$ cat config.mk
export PLATFORM = sky130hd
export DESIGN_NAME = prog_loader
export DESIGN_NICKNAME = d
export VERILOG_FILES = /design/src/rtl/prog_loader.sv
export SDC_FILE = /design/constraint.sdc
export NUM_CORES = 1
export LEC_CHECK = 0
export BUFFER_PORTS_ARGS = -buffer_cell sky130_fd_sc_hd__buf_2
export CAP_MARGIN = 10
export CORE_AREA = 2 2 109 111
export CTS_CLUSTER_DIAMETER = 150
export DETAILED_ROUTE_END_ITERATION = 10
export DIE_AREA = 0 0 111 113
export PLACE_DENSITY_LB_ADDON = 0.3
export SLEW_MARGIN = 20
export SYNTH_ARGS = -nofsm -noshare
export SYNTH_HDL_FRONTEND = slang
export SYNTH_SLANG_ARGS = --single-unit
$ cat constraint.sdc
create_clock -name clk -period 1.9 [get_ports clk]
set_input_delay 0.285 -clock clk [delete_from_list [all_inputs] [get_ports clk]]
set_output_delay 0.285 -clock clk [all_outputs]
set_load 0.01 [all_outputs]
$ cat src/rtl/prog_loader.sv
// Byte-stream program loader: receives a framed image, writes it into instruction
// memory and releases the core once the XOR checksum matches.
module prog_loader #(
  parameter int ADDR_W  = 8,
  parameter int TIMEOUT = 1000
) (
  input  logic              clk,
  input  logic              rst,
  input  logic              rx_valid,
  input  logic [7:0]        rx_byte,
  output logic              rx_ready,
  input  logic              load_req,
  output logic              im_wren,
  output logic [ADDR_W-1:0] im_addr,
  output logic [31:0]       im_data,
  output logic              core_hold,
  output logic              core_enable,
  output logic              done,
  output logic              err
);

  // Word count must hold 2^ADDR_W as well as any raw 8-bit header value.
  localparam int IW = ADDR_W + 1;
  localparam int NW = (IW > 9) ? IW : 9;
  localparam int TW = (TIMEOUT > 1) ? $clog2(TIMEOUT) : 1;
  localparam logic [TW-1:0] TMR_LOAD = TW'(TIMEOUT - 1);

  typedef enum logic [2:0] {
    WAIT_HDR, DATA, WRITE, CSUM, RUN, ERROR
  } state_t;

  state_t            state_q, state_d;
  logic [NW-1:0]     n_q, n_d;
  logic [IW-1:0]     idx_q, idx_d;
  logic [1:0]        bidx_q, bidx_d;
  logic [7:0]        acc_q, acc_d;
  logic [31:0]       asm_q, asm_d;
  logic [TW-1:0]     tmr_q, tmr_d;
  logic [ADDR_W-1:0] addr_q, addr_d;
  logic [31:0]       data_q, data_d;
  logic              rdy_q, wren_q, run_q, err_q;
  logic              xfer;

  assign xfer = rx_valid & rx_ready;

  always_comb begin
    state_d = state_q;
    n_d     = n_q;
    idx_d   = idx_q;
    bidx_d  = bidx_q;
    acc_d   = acc_q;
    asm_d   = asm_q;
    tmr_d   = tmr_q;
    addr_d  = addr_q;
    data_d  = data_q;
    case (state_q)
      WAIT_HDR: begin
        if (xfer) begin
          n_d     = (rx_byte == 8'd0) ? (NW'(1) << ADDR_W) : NW'(rx_byte);
          acc_d   = rx_byte;
          idx_d   = '0;
          bidx_d  = '0;
          tmr_d   = TMR_LOAD;
          state_d = DATA;
        end
      end
      DATA: begin
        if (xfer) begin
          asm_d  = {asm_q[23:0], rx_byte};
          acc_d  = acc_q ^ rx_byte;
          tmr_d  = TMR_LOAD;
          bidx_d = bidx_q + 2'd1;
          if (bidx_q == 2'd3) begin
            addr_d  = idx_q[ADDR_W-1:0];
            data_d  = {asm_q[23:0], rx_byte};
            state_d = WRITE;
          end
        end else if (tmr_q == '0) begin
          state_d = ERROR;
        end else begin
          tmr_d = tmr_q - TW'(1);
        end
      end
      WRITE: begin
        idx_d   = idx_q + IW'(1);
        state_d = (NW'(idx_q) + NW'(1) == n_q) ? CSUM : DATA;
      end
      CSUM: begin
        if (xfer) begin
          state_d = (rx_byte == acc_q) ? RUN : ERROR;
        end else if (tmr_q == '0) begin
          state_d = ERROR;
        end else begin
          tmr_d = tmr_q - TW'(1);
        end
      end
      RUN, ERROR: begin
        if (load_req) begin
          idx_d   = '0;
          bidx_d  = '0;
          tmr_d   = '0;
          state_d = WAIT_HDR;
        end
      end
      default: state_d = ERROR;
    endcase
  end

  always_ff @(posedge clk) begin
    if (rst) begin
      state_q <= WAIT_HDR;
      n_q     <= '0;
      idx_q   <= '0;
      bidx_q  <= '0;
      acc_q   <= '0;
      asm_q   <= '0;
      tmr_q   <= '0;
      addr_q  <= '0;
      data_q  <= '0;
      rdy_q   <= 1'b1;
      wren_q  <= 1'b0;
      run_q   <= 1'b0;
      err_q   <= 1'b0;
    end else begin
      state_q <= state_d;
      n_q     <= n_d;
      idx_q   <= idx_d;
      bidx_q  <= bidx_d;
      acc_q   <= acc_d;
      asm_q   <= asm_d;
      tmr_q   <= tmr_d;
      addr_q  <= addr_d;
      data_q  <= data_d;
      rdy_q   <= (state_d == WAIT_HDR) || (state_d == DATA) || (state_d == CSUM);
      wren_q  <= (state_d == WRITE);
      run_q   <= (state_d == RUN);
      err_q   <= (state_d == ERROR);
    end
  end

  // rdy_q already reflects WAIT_HDR during reset; gating keeps the stream stalled until release.
  assign rx_ready    = rdy_q & ~rst;
  assign im_wren     = wren_q;
  assign im_addr     = addr_q;
  assign im_data     = data_q;
  assign core_hold   = ~run_q;
  assign core_enable = run_q;
  assign done        = run_q;
  assign err         = err_q;

endmodule

---- After elaboration in Yosys (flattened, before gate mapping) ----
Index checks and enable logic that the tools add are counted.
storage, ports and cells
  bits in registers ....................... 109
  latch bits .............................. 0
  memory bits (writable) .................. 0
  bits in read-only memories .............. 0
  word-level logic and storage cells ...... 82
  memories ................................ 0
cells by class
  $add $sub $neg .......................... 3
  $mul .................................... 0
  divide/modulo/power cells ............... 0
  $lt $le $gt $ge ......................... 0
  equality and inequality tests ........... 17
  shift operators ......................... 0
  multiplexer cells ....................... 26
  bitwise logic cells ..................... 5
  reductions and logical operators ........ 18
operators with widths
  kind                     number
  $mux W10                 5
  $pmux W10 S4             1
  $mux W9                  3
  $pmux W9 S3              1
  $mux W3                  6
  $mux W8                  2
  $pmux W8 S2              1
  $pmux W3 S5              1
  $eq A3 B2 Y1 const B     4
  $eq A3 B3 Y1 const B     4
  $logic_not A10 Y1        1
  $sub A10 B1 Y10 const B  1
  $add A9 B1 Y9 const B    1
  $eq A9 B9 Y1             1
  $reduce_and A3 Y1        3
  $eq A8 B8 Y1             1
  $logic_not A8 Y1         1
  $mux W2                  4
  $ne A2 B2 Y1 const B     4
  $reduce_and A4 Y1        2
  $xor A8 B8 Y8            1
  $eq A3 B1 Y1 const B     2
  $logic_not A3 Y1         2
  $pmux W2 S3              1
  other kinds (11)         16

---- Logic depth before layout (Yosys ltp) ----
Gate-level depths: netlist of the first run.
  word-level depth ........................ 8
  gate-level depth with buffers ........... 9

---- Least setup slack after synthesis of the first run ----
OpenSTA, ideal clock, no wires.
  path type ............................... register to register
  start point ............................. register tmr_q[0]
  end point ............................... register tmr_q[8]
  setup time .............................. 0.122 ns
  arrival ................................. 1.683 ns
  required time ........................... 1.778 ns
  path slack .............................. 0.096 ns
  stages on the path, launching flop included .. 7
  buffers on the path ..................... 0
  cell sequence ........................... dfxtp_1 inv_1 ha_1 or4b_1 or4_1 o21ai_0 a21oi_1
on the way
  longest elaborated chain between the ends .. 4
  elaborated cells on any way between the ends .. 6
  classes of those cells .................. 1 x add/sub; 4 x mux; 1 x reduce/logical
ends and longest elaborated chain
  what                                                         RTL line  source
  start: declaration                                           38        logic [TW-1:0] tmr_q, tmr_d;
  start signal: assignment                                     131       tmr_q <= tmr_d;
  $sub A10 B1 Y10 / $logic_not A10 Y1 (equally long branches)  --
  $mux W10 (*)                                                 78, 91
  $mux W10, on equally long branches                           89, 68
  $pmux W10 S4 (*)                                             56        case (state_q)
Every way passes the cells marked *; elsewhere a longest branch is shown, timed or not. The select of a mux whose other input is x is not followed.
A chain may end at the register's enable or synchronous reset.

---- Worst setup path after layout of the first run ----
  start point ............................. register state_q[0]
  end point ............................... register addr_q[7], in the netlist im_addr[7]
on the way
  longest elaborated chain between the ends .. 2
ends and longest elaborated chain
  what                                RTL line  source
  start: declaration                  32        state_t state_q, state_d;
  start signal: assignment            125       state_q <= state_d;
  $eq A3 B1 Y1                        56
  $reduce_and A3 Y1 (no source line)  --
  end signal: assignment              132       addr_q <= addr_d;
  end: declaration                    39        logic [ADDR_W-1:0] addr_q, addr_d;
No other way between the ends.

==> out/qor.txt, run 1 <==
DR vias/cell - 5.29
arrival time worst endpoint - 1.98 ns
Least-Margin Pin Slew - 0.882 ns
Final setup viols - 0
Starting Density - 44.1%
root buffer selected by CTS - clkbuf_16
Hold Crit Class - input port to flop
Die X-Extent - 111 µm
first-pass GRT wire length - 19.0 mm
Worst Path Max Fanout - 40
pre-CTS WS - 0.106 ns
DRC - 0
Post-synth EDFFs - 0
fin worst setup slack - 0.121 ns
fin crit share - 93.7%
Post CTS Setup Buffer Count - 0
clock slew at reported path FFs - 0.07 ns
CTS tree - built
Core Footprint - 11300 µm²
Final Slew Violations - 0
clock skew - 0.00737 ns
clock latency on the worst-skew pair - 0.35 ns
Longest Clk Path Bufs - 2
Post-Syn Area - 4970 µm²
pin count of the biggest net entering global routing - 88
Synth-to-Final Area Change - 16.6%
First DRT Iteration DRCs - 194
met1 Use GR - 24.8%
met3 Use GR - 3.27%
Worst Setup End Kind - flop
Syn Nets - 640
busiest grt layer - met2
DP HPWL - 7.89 mm
Final Util - 51.4%
yosys warns - 0
Final Critical Period - 1.78 ns
final setup TNS - 0 ns
Die H - 113 µm
Cell Rows - 39
Max Clock Freq - 562 MHz
Ports - 58
layout cell share with drive strength beyond 1 - 19.3%
leakage power - 2.23 nW
#FFs+latches synth - 109
vias - 4397
grt total ovfl - 0
synth unique cells - 72
port buffer count - 57
Tot GR Track Use - 18.2%
CTS Buf Count - 9
die area - 12500 µm²
async set or reset register ratio after synthesis - 0%
Sink Count - 109
global routing usage on met2 - 29.6%
H-tree depth - 3
initial antenna violation count - 0
status - complete, no violations
Antenna diodes - 0
WHS - 0.220 ns
synthesized instance count - 624
final hold vios - 0
Max Cap Violations - 0
count of nets after finishing - 700
CP startpoint kind - flop
number of detailed-route iterations in the first pass - 5
Post-Syn Area per Cell - 7.96 µm²
vias in the first global route - 4030
WS Path Type - flop to flop
Pwr per Cell Area - 805 nW/µm²
max_slew headroom - 41.2%
WL final - 11.3 mm
Final ANT Viol Nets - 0
maximum vdd drop - 416 µV
Post-synth top flop - dfxtp_1
routed len/inst - 13.6 µm
Required @ worst endpoint - 2.10 ns
Final GP Congestion - 0.894
unrepaired setup endpoints after global routing - false
Seq/Total Area, Yosys - 43.9%
cell families (layout without fill, tap and decap cells):
kind of cell / after synthesis / in the layout / share of synthesized area [%]
AOI/OAI and AO/OA: 164 / 164 / 19.3
adders and majority gates: 4 / 4 / 1.01
buffers and inverters: 54 / 118 / 5.57
and+or+nand+nor: 266 / 266 / 25.2
muxes: 9 / 9 / 1.84
DFF: 109 / 109 / 43.9
xor gates and xnor gates: 18 / 18 / 3.17
placed cells by master, fill, tap and decap left out, types with 2 or more instances in the layout:
cell type,Yosys,routed
nand4_1,3,3
or3_1,6,6
or4_1,2,2
mux2i_1,8,8
inv_1,8,8
inv_4,1,2
nand2b_1,2,2
a21oi_1,91,90
xor2_1,11,11
xnor2_1,7,7
nor4_1,6,6
and2_1,5,5
nand3_1,8,8
a21oi_2,1,2
nor2_1,40,40
clkbuf_16,0,9
buf_12,0,3
nand2_1,150,150
o22ai_1,2,2
o221a_2,2,2
ha_1,4,4
a31oi_1,8,8
clkinv_4,0,2
nor2b_1,16,16
buf_4,3,33
buf_2,10,57
o21ai_0,40,39
nor3_1,8,8
dfxtp_1,109,109
where the power goes:
| part | switching, mW | internal (mW) |
|---|---|---|
| Combinational | 0.296 | 0.215 |
| Sequential | 0.0511 | 2.33 |
| Clock | 0.865 | 0.902 |
| Total | 1.21 | 3.45 |
stage by stage:
step | std cells | power, mW | instance area, µm²
detailed placement | 816 | 2.94 | 5510
finish | 831 | 4.66 | 5790
global placement | 816 | 2.93 | 5510
CTS | 831 | 4.69 | 5780
global route | 831 | 4.86 | 5790
floorplan | 624 | 2.79 | 4970
routing by layer:
| metal | vias to the layer above | routed length [µm] |
|---|---|---|
| met4 | 0 | 141 |
| met5 | - | 0 |
| met1 | 2052 | 5460 |
| li1 | 2244 | - |
| met2 | 89 | 5270 |
| met3 | 12 | 423 |
flip-flops by register name (all words and copies together), names as in the netlist, 2 cells and up:
signal	count
n_q	9
im_data	32
idx_q	9
asm_q	24
acc_q	8
tmr_q	10
im_addr	8
bidx_q	2
state_q	3
final timing paths:
kind	from	to	slack, ns	cells after the start
min	rst	n_q[8]$_SDFFE_PP0P_	0.22	2
min reg2reg	im_addr[0]$_SDFFE_PP0P_	im_addr[0]$_SDFFE_PP0P_	0.45	2
max	state_q[0]$_SDFF_PP0_	im_addr[7]$_SDFFE_PP0P_	0.12	6
max reg2reg	state_q[0]$_SDFF_PP0_	im_addr[7]$_SDFFE_PP0P_	0.12	6
area by class of cell:
cell class	instances	area, µm²
clock buffer	10	229
clock inverter	5	45.0
fill	1092	5480
inverter	10	42.5
multi-input combinational	461	2520
sequential	109	2180
tap	143	179
timing repair buffer	93	593
critical path: stages, from the launching register on:
cell and delay (ns):
dfxtp_1 0.46, or3b_1 0.49, nor2_8 0.12, nand2_2 0.08
buf_4 0.27, nand2_1 0.13, a21oi_1 0.06
cells in the mapped netlist (all sizes together) (2+ instances only):
master / number / share of area, %
a22oi: 2 / 0.40
a211oi: 2 / 0.40
clkbuf: 24 / 1.8
inv: 9 / 0.73
nand3b: 2 / 0.55
and2: 6 / 0.78
or3: 7 / 0.98
dfxtp: 109 / 44
nor2: 42 / 3.7
nor2b: 16 / 2.0
o31ai: 2 / 0.58
a31oi: 8 / 1.0
nand4: 3 / 0.38
nand2: 151 / 11
xor2: 11 / 1.9
ha: 4 / 1.0
o221a: 2 / 0.45
o22ai: 2 / 0.25
nand2b: 2 / 0.25
o21ai: 41 / 4.2
nand3: 9 / 1.0
nor4: 7 / 1.0
a21oi: 92 / 9.3
nor3: 9 / 1.1
or4: 3 / 0.53
xnor2: 7 / 1.2
buf: 20 / 2.9
mux2i: 8 / 1.6
what timing repair did:
action,CTS,global route
gates resized for setup,0,5
hold buffers,0,0
endpoints found under the hold margin,0,0
endpoints found under the setup margin,0,7
(Power assumes the default switching activity.)
==> run 2, diff against run 1 <==
--- a/config.mk
+++ b/config.mk
@@ -8,3 +8,3 @@
 export BUFFER_PORTS_ARGS = -buffer_cell sky130_fd_sc_hd__buf_2
-export CAP_MARGIN = 10
+export CAP_MARGIN = 20
 export CORE_AREA = 2 2 109 111
==> constraint.sdc (replaced) <==
create_clock -name clk -period 1.9 [get_ports clk]
set_input_delay 0.38 -clock clk [delete_from_list [all_inputs] [get_ports clk]]
set_output_delay 0.38 -clock clk [all_outputs]
set_load 0.01 [all_outputs]
==> out/qor.txt, run 2 (synthesized netlist as in run 1, its figures left out) <==
clock slew at reported path FFs - 0.08 ns
WL final - 11.5 mm
clock group share of total power - 40.6%
DRC - 0
Ports - 58
commonest non-fill, non-tap cell in the layout - nand2_1
status - complete, no violations
pre-CTS WS - 0.0150 ns
Final Power - 4.89 mW
leakage power - 2.26 nW
delay-heaviest family, CP - simple AND/OR/NAND/NOR gates
final hold vios - 0
WS Path Type - flop to flop
final setup TNS - 0 ns
port buffer count - 57
clock latency on the worst-skew pair - 0.35 ns
max reg flops - 32
layout cell share with drive strength beyond 1 - 20.3%
P_sw - 1.28 mW
arrival time worst endpoint - 2.02 ns
Least-Margin Pin Slew - 0.844 ns
Final Critical Period - 1.79 ns
initial antenna violation count - 0
Longest Clk Path Bufs - 2
unrepaired setup endpoints after global routing - false
Filler cells - 1050
number of detailed-route iterations in the first pass - 5
grt total ovfl - 0
Sink Count - 109
worst hold start - rst
Worst Path Max Fanout - 3
Worst Setup End Kind - flop
die area - 12500 µm²
Tot GR Track Use - 18.6%
fin crit share - 94.4%
CTS Buf Count - 9
RR Startpoint - tmr_q[0]$_SDFFE_PP0P_
Starting Density - 44.1%
DR vias/cell - 5.27
Die H - 113 µm
CP peak stage delay - 0.48 ns
Max Clock Freq - 558 MHz
Final GP Congestion - 0.913
Final setup viols - 0
vias in the first global route - 4091
Reg area - 2180 µm²
CP startpoint kind - flop
Antenna diodes - 0
crit-path cells - inv_1 -> ha_2 -> or4b_4 -> or4_1 -> o21ai_1 -> a21oi_1
fin worst setup slack - 0.107 ns
Required @ worst endpoint - 2.13 ns
Synth-to-Final Area Change - 17.7%
Reg power frac - 48.7%
pin count of the biggest net entering global routing - 88
Logic pwr share - 10.7%
H-tree depth - 3
crit path from - tmr_q[0]$_SDFFE_PP0P_
Die X-Extent - 111 µm
vias - 4392
routed len/inst - 13.8 µm
CTS tree - built
switching part of the total power - 26.2%
DP HPWL - 7.89 mm
# hold bufs at CTS - 0
Core Footprint - 11300 µm²
crit path buf inv count - 1
max_slew headroom - 43.8%
Max Cap Violations - 0
root buffer selected by CTS - clkbuf_16
commonest non-fill, non-tap cells in the layout - nand2_1, dfxtp_1, a21oi_1, buf_2, nor2_1
first-pass GRT wire length - 19.3 mm
count of nets after finishing - 701
Pwr per Cell Area - 836 nW/µm²
Final ANT Viol Nets - 0
First DRT Iteration DRCs - 257
Hold Crit Class - input port to flop
slowest CP cell - or4b_4
clock skew - 0.0103 ns
Cell Rows - 39
Int Pwr - 3.61 mW
Multi-input gate area - 2530 µm²
maximum vdd drop - 598 µV
Final Slew Violations - 0
## run 2: final timing paths
path,cells past startpoint,end,slack (ns)
max,6,tmr_q[8]$_SDFFE_PP0P_,0.11
min,2,n_q[8]$_SDFFE_PP0P_,0.29
max reg2reg,6,tmr_q[8]$_SDFFE_PP0P_,0.11
min reg2reg,2,im_data[22]$_SDFFE_PP0P_,0.45
## run 2: cell type report
class	instances	area share, %
clock buffer	9	3.85
clock inverter	7	1.56
inverter	10	0.706
multi-input combinational	461	43.2
sequential	109	37.3
tap	143	3.06
timing repair buffer	94	10.3
## run 2: through the flow
stage,util [%],std cells,cell area [µm²],hold WS (ns)
4_1_cts,51.7,833,5830,0.263
6_report,51.9,833,5850,0.286
3_5_place_dp,48.9,817,5510,0.444
3_3_place_gp,48.9,817,5510,0.441
2_1_floorplan,-,624,4970,0.432
5_1_grt,51.9,833,5850,0.277
## run 2: power groups by stage
stage               clock network [mW]  registers (mW)  logic, mW
floorplan                            0            2.43      0.356
global placement                     0            2.43      0.490
detailed placement                   0            2.44      0.504
CTS                               2.03            2.38      0.506
global route                      2.13            2.39      0.575
finish                            1.99            2.38      0.522
## run 2: per-layer routing
metal | track usage (%) | routed length, µm
met5 | 0 | 0
met2 | 30.4 | 5430
met4 | 7.92 | 132
met1 | 24.6 | 5420
met3 | 2.68 | 476
## run 2: what timing repair did
item	in CTS	in global routing
endpoints found under the setup margin	0	18
gates resized for setup	0	8
buffers inserted	0	0
==> run 3, diff against run 2 <==
- CORE_AREA: 2 2 109 111 -> 2 2 101 103
- DIE_AREA: 0 0 111 113 -> 0 0 103 105
==> out/qor.txt, run 3 (synthesized netlist as in run 1, its figures left out) <==
H-tree depth - 3
Least-Margin Pin Slew - 0.770 ns
Core Footprint - 9640 µm²
final setup TNS - 0 ns
depth of the most critical reg-to-reg path - 6
DR top layer - met4
Final Critical Period - 1.82 ns
Hold Crit Class - input port to flop
DR vias/cell - 5.43
Sink Count - 109
Starting Density - 51.5%
die area - 10800 µm²
commonest non-fill, non-tap cells in the layout - nand2_1, dfxtp_1, a21oi_1, buf_2, nor2_1
WL met3 - 553 µm
root buffer selected by CTS - clkbuf_8
Tot GR Track Use - 22.0%
maximum vdd drop - 324 µV
Worst Path Max Fanout - 5
Post-CTS Resized - 0
routed length on met1 - 5.20 mm
Required @ worst endpoint - 2.18 ns
# hold bufs at CTS - 0
routed len/inst - 14.1 µm
Longest Clk Path Bufs - 2
crit path buf inv count - 1
crit-path cells - inv_1 -> ha_1 -> or4b_4 -> or4_1 -> o21ai_1 -> a21oi_1
arrival time worst endpoint - 2.10 ns
vias - 4455
Final setup viols - 0
max reg flops - 32
CP startpoint kind - flop
Ports - 58
Antenna diodes - 0
clock latency on the worst-skew pair - 0.39 ns
DRC - 0
DP HPWL - 8.14 mm
CTS tree - built
count of nets after finishing - 698
clock slew at reported path FFs - 0.11 ns
Max Clock Freq - 549 MHz
pin count of the biggest net entering global routing - 80
clock skew - 0.0145 ns
fin crit share - 95.8%
max_slew headroom - 48.7%
leakage power - 2.19 nW
Max Cap Violations - 0
CTS Buf Count - 9
hold path cells - 3
Final Slew Violations - 0
WHS - 0.309 ns
Levels on crit path - 6
delay-heaviest family, CP - simple AND/OR/NAND/NOR gates
layout cell share with drive strength beyond 1 - 19.7%
number of detailed-route iterations in the first pass - 5
Pwr per Cell Area - 763 nW/µm²
Die X-Extent - 103 µm
first-pass GRT wire length - 19.4 mm
grt total ovfl - 0
Die H - 105 µm
Post-Place Cells - 804
First DRT Iteration DRCs - 201
CP peak stage delay - 0.48 ns
WS Path Type - flop to flop
slowest CP cell - or4b_4
Final GP Congestion - 0.943
Worst Setup End Kind - flop
Synth-to-Final Area Change - 14.9%
vias in the first global route - 4146
status - complete, no violations
Post CTS Setup Buffer Count - 0
Cell Rows - 36
port buffer count - 57
unrepaired setup endpoints after global routing - false
met2 wire length - 5.68 mm
final hold vios - 0
Layout Cells excl Fill - 820
WL final - 11.6 mm
initial antenna violation count - 0
commonest non-fill, non-tap cell in the layout - nand2_1
Final ANT Viol Nets - 0
==> run 3: report_power, final <==
| group | internal [mW] | switching [mW] |
|---|---|---|
| combinational | 0.220 | 0.302 |
| clock | 0.541 | 0.906 |
| sequential | 2.34 | 0.0538 |
==> run 3: final timing paths <==
kind | to | from | slack, ns
worst max-delay path | tmr_q[8]$_SDFFE_PP0P_ | tmr_q[1]$_SDFFE_PP0P_ | 0.08
worst min-delay path | im_data[2]$_SDFFE_PP0P_ | rx_byte[2] | 0.31
worst max register to register | tmr_q[8]$_SDFFE_PP0P_ | tmr_q[1]$_SDFFE_PP0P_ | 0.08
worst min register to register | im_data[31]$_SDFFE_PP0P_ | asm_q[23]$_SDFFE_PP0P_ | 0.46
==> run 3: metal layers <==
layer | track usage (%) | vias up
li1 | - | 2235
met1 | 29.2 | 2082
met2 | 35.9 | 122
met3 | 4.68 | 16
met4 | 6.02 | 0
met5 | 0 | -
==> run 3: final cells by class <==
cell class,count,area (µm²)
repair buffers,91,578
multi-input cells,461,2530
inverters,10,41.3
flip-flops and latches,109,2190
well taps,133,166
fillers,947,3930
clock buffers,9,124
clock inverters,7,83.8
==> run 3: worst reg2reg max path: stages, from the launching register on <==
cell and delay (ns):
dfxtp_1 0.36, inv_1 0.08, ha_1 0.16, or4b_4 0.48, or4_1 0.41, o21ai_1 0.14
a21oi_1 0.08
==> run 3: per-stage QoR <==
| stage | area, µm² | worst slack (ns) | power [mW] | util (%) |
|---|---|---|---|---|
| 6_report | 5710 | 0.0801 | 4.36 | 59.2 |
| 5_1_grt | 5710 | 0.00258 | 4.55 | 59.2 |
| 4_1_cts | 5690 | 0.0609 | 4.38 | 59.0 |
| 3_5_place_dp | 5480 | 0.0699 | 2.94 | 56.8 |
| 3_3_place_gp | 5480 | 0.118 | 2.92 | 56.8 |
| 2_1_floorplan | 4970 | 0.0959 | 2.79 | - |
